==> config.mk <==
export PLATFORM = sky130hd
export DESIGN_NAME = status_pager
export DESIGN_NICKNAME = d
export VERILOG_FILES = /design/src/rtl/status_pager.sv
export SDC_FILE = /design/constraint.sdc
export NUM_CORES = 1
export LEC_CHECK = 0
export CORE_MARGIN = 2
export CORE_UTILIZATION = 35
export CTS_CLUSTER_SIZE = 20
export DETAILED_ROUTE_END_ITERATION = 10
export GPL_TIMING_DRIVEN = 0
export PLACE_DENSITY = 0.7
export SKIP_CTS_REPAIR_TIMING = 1
export SLEW_MARGIN = 20
export SYNTH_ARGS = -nofsm -noshare
export SYNTH_HDL_FRONTEND = slang
export SYNTH_SLANG_ARGS = --single-unit
==> constraint.sdc <==
create_clock -name clk -period 9.2 [get_ports clk]
set_input_delay 2.3 -clock clk [delete_from_list [all_inputs] [get_ports clk]]
set_output_delay 2.3 -clock clk [all_outputs]
set_load 0.01 [all_outputs]
==> src/rtl/status_pager.sv <==
// status_pager: formats N_CH labelled BCD counters into CHARS-wide pages and
// streams them one ASCII character per valid/ready handshake to an LCD driver.
// Counts and labels are snapshotted once per frame so every page is coherent.
module status_pager #(
   parameter int unsigned N_CH      = 6,
   parameter int unsigned DIGITS    = 4,
   parameter int unsigned CHARS     = 32,
   parameter int unsigned PAGE_HOLD = 50000000,
   parameter int unsigned LZB       = 0
) (
   input  logic                             clk,
   input  logic                             rst,
   input  logic [N_CH*DIGITS*4-1:0]         counts,
   input  logic [N_CH*16-1:0]               labels,
   input  logic                             hold_page,
   input  logic                             refresh,
   output logic [7:0]                       char_data,
   output logic [$clog2(CHARS)-1:0]         char_addr,
   output logic                             char_valid,
   input  logic                             char_ready,
   output logic                             frame_done,
   output logic [$clog2((N_CH + CHARS/(DIGITS+4) - 1)/(CHARS/(DIGITS+4))):0] page
);

   localparam int unsigned FW     = DIGITS + 4;
   localparam int unsigned SLOTS  = CHARS / FW;
   localparam int unsigned NPAGES = (N_CH + SLOTS - 1) / SLOTS;
   localparam int unsigned AW     = $clog2(CHARS);
   localparam int unsigned PW     = $clog2(NPAGES) + 1;
   localparam int unsigned HW     = $clog2(PAGE_HOLD) + 1;

   typedef enum logic [1:0] {SNAP, LOAD, SEND, HOLD} state_t;

   state_t                    state;
   logic [N_CH*DIGITS*4-1:0]  snap_counts;
   logic [N_CH*16-1:0]        snap_labels;
   logic [HW-1:0]             hold_cnt;
   logic                      refresh_latch;

   logic [AW-1:0]             lk_addr;
   logic [31:0]               lk_slot;
   logic [31:0]               lk_pos;
   logic [31:0]               lk_ch;
   logic [31:0]               lk_base;
   logic [31:0]               lk_dig;
   logic                      lk_used;
   logic                      lk_lz;
   logic [3:0]                lk_nib;
   logic [7:0]                lk_char;

   // Character generator: the glyph at lk_addr of the current page, taken from the snapshot
   always_comb begin
      lk_addr = (state == SEND) ? char_addr + AW'(1) : '0;
      lk_slot = 32'(lk_addr) / FW;
      lk_pos  = 32'(lk_addr) % FW;
      lk_ch   = 32'(page) * SLOTS + lk_slot;
      lk_used = (lk_slot < SLOTS) && (lk_ch < N_CH);
      lk_base = lk_used ? lk_ch : '0;
      lk_dig  = lk_pos - 32'd3;
      lk_lz   = 1'b1;
      lk_nib  = '0;
      lk_char = 8'h20;
      if (lk_used) begin
         if (lk_pos == 32'd0) begin
            lk_char = snap_labels[lk_base*16 +: 8];
         end else if (lk_pos == 32'd1) begin
            lk_char = snap_labels[lk_base*16 + 8 +: 8];
         end else if (lk_pos == 32'd2) begin
            lk_char = 8'h3A;
         end else if (lk_pos < DIGITS + 3) begin
            // lk_lz tracks "every digit up to and including this one is zero"
            for (int unsigned d = 0; d < DIGITS; d++) begin
               lk_nib = snap_counts[lk_base*DIGITS*4 + (DIGITS-1-d)*4 +: 4];
               if (lk_nib != 4'h0) lk_lz = 1'b0;
               if (d == lk_dig) begin
                  if (LZB != 0 && lk_lz && d != DIGITS - 1) lk_char = 8'h20;
                  else if (lk_nib > 4'h9)                   lk_char = 8'h3F;
                  else                                      lk_char = {4'h3, lk_nib};
               end
            end
         end
      end
   end

   // Frame sequencer: snapshot, stream CHARS characters, hold, rotate page
   always_ff @(posedge clk or posedge rst) begin
      if (rst) begin
         state         <= SNAP;
         char_valid    <= 1'b0;
         char_data     <= 8'h20;
         char_addr     <= '0;
         frame_done    <= 1'b0;
         page          <= '0;
         hold_cnt      <= '0;
         refresh_latch <= 1'b0;
         snap_counts   <= '0;
         snap_labels   <= '0;
      end else begin
         frame_done <= 1'b0;
         case (state)
            SNAP: begin
               snap_counts <= counts;
               snap_labels <= labels;
               state       <= LOAD;
            end
            LOAD: begin
               char_addr  <= '0;
               char_data  <= lk_char;
               char_valid <= 1'b1;
               state      <= SEND;
            end
            SEND: begin
               if (char_ready) begin
                  if (char_addr == AW'(CHARS - 1)) begin
                     char_valid <= 1'b0;
                     frame_done <= 1'b1;
                     hold_cnt   <= '0;
                     state      <= HOLD;
                  end else begin
                     char_addr <= char_addr + AW'(1);
                     char_data <= lk_char;
                  end
               end
            end
            HOLD: begin
               if (hold_cnt == HW'(PAGE_HOLD - 1) || refresh || refresh_latch) begin
                  refresh_latch <= 1'b0;
                  if (!hold_page) begin
                     page <= (page == PW'(NPAGES - 1)) ? '0 : page + PW'(1);
                  end
                  state <= SNAP;
               end else begin
                  hold_cnt <= hold_cnt + HW'(1);
               end
            end
            default: state <= SNAP;
         endcase
         // A refresh seen outside HOLD is remembered until the next HOLD consumes it
         if (refresh && state != HOLD) refresh_latch <= 1'b1;
      end
   end

endmodule

* After elaboration in Yosys (flattened, before gate mapping) *
Cells that the tools add are included.
W data, S select, Z words.

cells by class
  muxes and demuxes = 39
  magnitude comparators = 7
  reductions and logical operators = 17
  bitwise logic cells = 1
  shifts and indexed selects = 6
  eq/ne operators = 17
  add/sub/neg operators = 8

operator list
  kind                     count
  $shiftx A96 B11 Y4       3
  $shiftx A96 B10 Y4       1
  $shiftx A96 B10 Y8       1
  $shiftx A96 B33 Y8       1
  $mux W27                 3
  $mux W8                  10
  $eq A2 B32 Y1 const A    2
  $logic_not A32 Y1        2
  $pmux W27 S2             1
  $eq A1 B32 Y1 const A    1
  $add A27 B1 Y27 const B  1
  $eq A27 B26 Y1 const B   1
  $mux W5                  5
  $add A9 B4 Y10 const B   2
  $gt A4 B4 Y1 const B     4
  $mux W4                  4
  $pmux W8 S2              1
  $reduce_and A3 Y1        4
  $add A9 B3 Y10 const B   1
  $ne A2 B2 Y1 const B     5
  $pmux W5 S2              1
  $mux W1                  8
  $mux W2                  4
  $pmux W2 S4              1
  21 further kinds         28

storage, ports and cells
  output and inout port bits = 17
  register bits after elaboration = 239
  logic and storage cells = 105
  input port bits = 197

* Logic depth before layout (Yosys ltp) *
  depth after elaboration = 22
  gate-level depth with buffers = 15
  mapped depth without buffers = 12

* Least setup slack after synthesis *
No wires, ideal clock.

  path kind = in2reg
  start = in refresh
  end = reg hold_cnt[23]
  library setup time = 132 ps
  required time = 9,068 ps
  stages = 8
  arrival time = 3,787 ps
  path buffers = 0
  path slack = 5,281 ps
  path through = nor2_1 > o31ai_1 > a211oi_1 > inv_1 > nor3_1 > nand2_1 > xor2_1 > nor2_1

on the way
  cells in the longest elaborated chain, start to end = 4

ends and longest elaborated chain
  element                          RTL line  text
  start, declared                  16        input logic refresh,
  $logic_or A1 B1 Y1 (2 in a row)  126       if (hold_cnt == HW'(PAGE_HOLD - 1) || refresh || refresh_latch) begin
  $ne A2 B2 Y1 (no line)           -
  $reduce_and A4 Y1 (no line)      -
  end signal, assigned             133       hold_cnt <= hold_cnt + HW'(1);
  end, declared                    37        logic [HW-1:0] hold_cnt;

No other way between the ends.
A chain may end at the register's enable or synchronous reset.

* Worst setup path in the final report *
  start = in char_ready
  end = reg hold_cnt[23]

on the way
  cells in the longest elaborated chain, start to end = 2

ends and longest elaborated chain
  element                      RTL line  text
  start, declared              20        input logic char_ready,
  $ne A2 B2 Y1 (no line)       -
  $reduce_and A4 Y1 (no line)  -

No other way between the ends.

==> impl_summary.log <==
INFO  metric run_status = finished clean
INFO  metric most_frequent_cells_in_the_layout = sky130_fd_sc_hd__dfrtp_1, sky130_fd_sc_hd__clkdlybuf4s50_1, sky130_fd_sc_hd__mux2_2
INFO  metric placementRows = 66
INFO  metric avgSynthCellArea = 11.4 um2
INFO  metric fin_ws = 4770 ps
INFO  metric cp-end-kind = flop
INFO  metric yosys_warnings = 0
INFO  metric cts_max_path_buffers = 3
INFO  metric cts_root_buf = sky130_fd_sc_hd__clkbuf_16
INFO  metric unrepaired_setup_endpoints_after_global_routing = false
INFO  metric die_height = 184 um
INFO  metric grt_start_max_net_pins = 96
INFO  metric cts_made_buffers = 26
INFO  metric setup_violations = 0
INFO  metric initial_core_util = 0.352
INFO  metric cts-htree-levels = 1
INFO  metric final-max-slew-violation-count = 0
INFO  metric cts.sink_count = 239
INFO  metric synth.yosys.seq_area_share = 0.526
INFO  metric port-buffer-count = 213
INFO  metric post-route-min-period = 4430 ps
INFO  metric gr-total-overflow = 0
INFO  metric p_comb_frac = 0.389
INFO  metric hold_viol = 0
INFO  metric dr_total_vias = 8993
INFO  metric syn-num-nets = 1199
INFO  metric path_cells = clkdlybuf4s50_1 -> nand2_1 -> nand2_1 -> o21ai_0 -> a211oi_1 -> inv_1 -> nor3_1 -> nand2_1 -> xor2_1 -> nor2_1
INFO  metric number_of_antenna_violations_at_the_first_check_in_global_routing = 1
INFO  metric syn2layout_area_growth = 32.6%
INFO  metric design.die.area = 34000 um2
INFO  metric slowest_delay = 820 ps
INFO  metric drt_pass1_iterations = 5
INFO  metric cp_common_cell = sky130_fd_sc_hd__nand2_1
INFO  metric clkLatencyLatePin = 540 ps
INFO  metric number_of_different_library_cells_in_the_post_synthesis_netlist = 63
INFO  metric drt_iter0_drc = 849
INFO  metric pwr-share-seq = 0.373
INFO  metric dieWidth = 184 um
INFO  metric power = 4.83 mW
INFO  metric power.leakage = 6.17 nW
INFO  metric cts.clk_slew.worst_paths = 60 ps
INFO  metric critical_path.max_fanout = 7
INFO  metric place_ws = 4260 ps
INFO  metric crit_arrival = 4830 ps
INFO  metric wire_per_inst = 21.1 um
INFO  metric io-pin-count = 214
INFO  metric startpoint_type_of_the_worst_setup_path = primary input
INFO  metric p_switching = 1.65 mW
INFO  metric drv_cap = 0
INFO  metric floorplan.core_area = 32300 um2
INFO  metric power_frac_clock = 0.238
INFO  metric final.setup_skew = 18.3 ps
INFO  metric yosys_register_bits = 239
INFO  metric holdCritPathClass = flop to flop
INFO  metric slew_headroom = 0.360
INFO  metric grt_pass1_wl = 54.0 mm
INFO  metric synthFlopType = sky130_fd_sc_hd__dfrtp_1
INFO  metric vdd_drop_max = 130 uV
INFO  metric drc = 0
INFO  metric postRouteWirelength = 35.8 mm
INFO  metric critPathKind = primary input to flop
INFO  metric leading_cell_type_in_the_layout_fill_and_taps_excluded = sky130_fd_sc_hd__dfrtp_1
INFO  metric antenna_violating_nets_post_route = 0
INFO  metric finalNetCount = 1442
INFO  metric share_of_final_layout_standard_cells_stronger_than_drive_strength_1 = 0.217
INFO  metric globalplace.congestion = 0.885
INFO  metric switching_share = 0.341
INFO  metric timing.critical_path.required = 9600 ps
INFO  metric power.density_cell_area = 320 nW/um2
INFO  metric max_freq = 0.226 GHz
INFO  metric detail_route.vias_per_cell = 5.29
INFO  metric period_share = 0.481
INFO  metric max_slew.worst_pin.slew = 954 ps
INFO  metric postSynth.asyncResetShare = 1.00
INFO  metric global_route.usage.total = 0.210
INFO  metric intPower = 3.18 mW
INFO  metric detailedPlacementHpwl = 27.0 mm
INFO  metric post_synth_edffs = 0
INFO  metric cts_tree = done
INFO  metric syn-cell-area = 11400 um2
INFO  metric via_count_of_the_first_global_routing_pass = 9209
INFO  metric post_synth_inst_count = 994
INFO  metric timing.critical_path.slowest_stage_cell = sky130_fd_sc_hd__a211oi_1
[flip-flops by register name, indices dropped and copies added, names as in the netlist]
| name | count |
|---|---|
| snap_counts | 96 |
| snap_labels | 96 |
| hold_cnt | 27 |
| char_data | 8 |
| char_addr | 5 |
| page | 2 |
| state | 2 |
| char_valid | 1 |
| frame_done | 1 |
| refresh_latch | 1 |
[metal layers]
| layer | routed length, um | vias up | GRT usage |
|---|---|---|---|
| met5 | 0 | - | 0 |
| met4 | 1030 | 0 | 0.0640 |
| met3 | 2140 | 59 | 0.0336 |
| met2 | 16300 | 322 | 0.334 |
| met1 | 16300 | 4534 | 0.294 |
| li1 | - | 4078 | - |
[synthesized netlist by cell type (7+ instances only)]
cell / n / share of area
sky130_fd_sc_hd__a22oi_1: 10 / 0.0066
sky130_fd_sc_hd__ha_1: 8 / 0.0088
sky130_fd_sc_hd__a31oi_1: 11 / 0.0060
sky130_fd_sc_hd__a22o_1: 11 / 0.0085
sky130_fd_sc_hd__o21ai_0: 40 / 0.018
sky130_fd_sc_hd__nand2_1: 98 / 0.032
sky130_fd_sc_hd__inv_1: 9 / 0.0030
sky130_fd_sc_hd__o211ai_1: 8 / 0.0053
sky130_fd_sc_hd__and3_1: 11 / 0.0060
sky130_fd_sc_hd__nor2_1: 58 / 0.019
sky130_fd_sc_hd__clkbuf_1: 40 / 0.013
sky130_fd_sc_hd__a21oi_1: 47 / 0.021
sky130_fd_sc_hd__mux2i_1: 10 / 0.0088
sky130_fd_sc_hd__dfrtp_1: 238 / 0.52
sky130_fd_sc_hd__nor3_1: 21 / 0.0092
sky130_fd_sc_hd__a211oi_1: 8 / 0.0053
sky130_fd_sc_hd__buf_2: 13 / 0.0057
sky130_fd_sc_hd__xor2_1: 21 / 0.016
sky130_fd_sc_hd__nand3_1: 29 / 0.013
sky130_fd_sc_hd__mux2_2: 200 / 0.20
sky130_fd_sc_hd__a221oi_1: 7 / 0.0054
[cell type report]
class	count	area [um2]
buffer	60	249
tap	442	553
fill	2933	17200
antenna	1	2.50
inverter	9	41.3
sequential	239	5980
clock buffer	35	776
timing repair buffer	215	2190
multi-input combinational	686	5110
clock inverter	13	180
[per-stage QoR]
step | area (um2) | TNS [ps] | hold slack (ps) | util | std cells
global placement | 14100 | -652830 | 453 | 0.435 | 1649
global route | 15100 | 0 | 497 | 0.467 | 1700
floorplan | 11400 | 0 | 447 | - | 994
CTS | 15100 | 0 | 465 | 0.467 | 1699
finish | 15100 | 0 | 463 | 0.467 | 1700
detailed placement | 14100 | 0 | 455 | 0.437 | 1651
[worst max-delay path, delay by kind of cell]
family	cells	cell delay [ps]
AO/OA/AOI/OAI	2	970
buffers and inverters	2	720
AND/OR/NAND/NOR	5	680
XOR/XNOR	1	140
[power by group through the flow]
stage | clock network (mW) | registers [mW] | logic (mW)
5_1_grt | 1.20 | 1.85 | 2.03
3_3_place_gp | 0 | 1.79 | 1.82
2_1_floorplan | 0 | 1.73 | 1.30
3_5_place_dp | 0 | 1.81 | 1.86
6_report | 1.15 | 1.80 | 1.88
4_1_cts | 1.16 | 1.80 | 1.87
[logic make-up (layout without fill, tap and decap cells)]
| kind of cell | after synthesis | count (layout) | synth area share |
|---|---|---|---|
| AO/OA/AOI/OAI | 186 | 186 | 0.108 |
| XOR/XNOR | 27 | 27 | 0.0208 |
| adder cells (fa/ha/maj) | 8 | 8 | 0.00880 |
| buffers and inverters | 69 | 332 | 0.0249 |
| flip-flops | 239 | 239 | 0.526 |
| multiplexers | 213 | 213 | 0.211 |
| other | 0 | 1 | 0 |
| AND/OR/NAND/NOR | 252 | 252 | 0.101 |
[path summary, 6_finish.rpt]
check                               end  cells past startpoint    startpoint  slack (ps)
setup / recovery           hold_cnt[23]                     10    char_ready        4770
hold / removal             char_data[5]                      2  char_data[5]         460
setup reg to reg           char_data[0]                     12  char_addr[0]        5050
hold reg to reg            char_data[5]                      2  char_data[5]         460
max in group asynchronous  char_data[5]                      3           rst        6130
min in group asynchronous       page[0]                      2           rst        2210
Note: power is estimated with default switching activity, not from simulation.
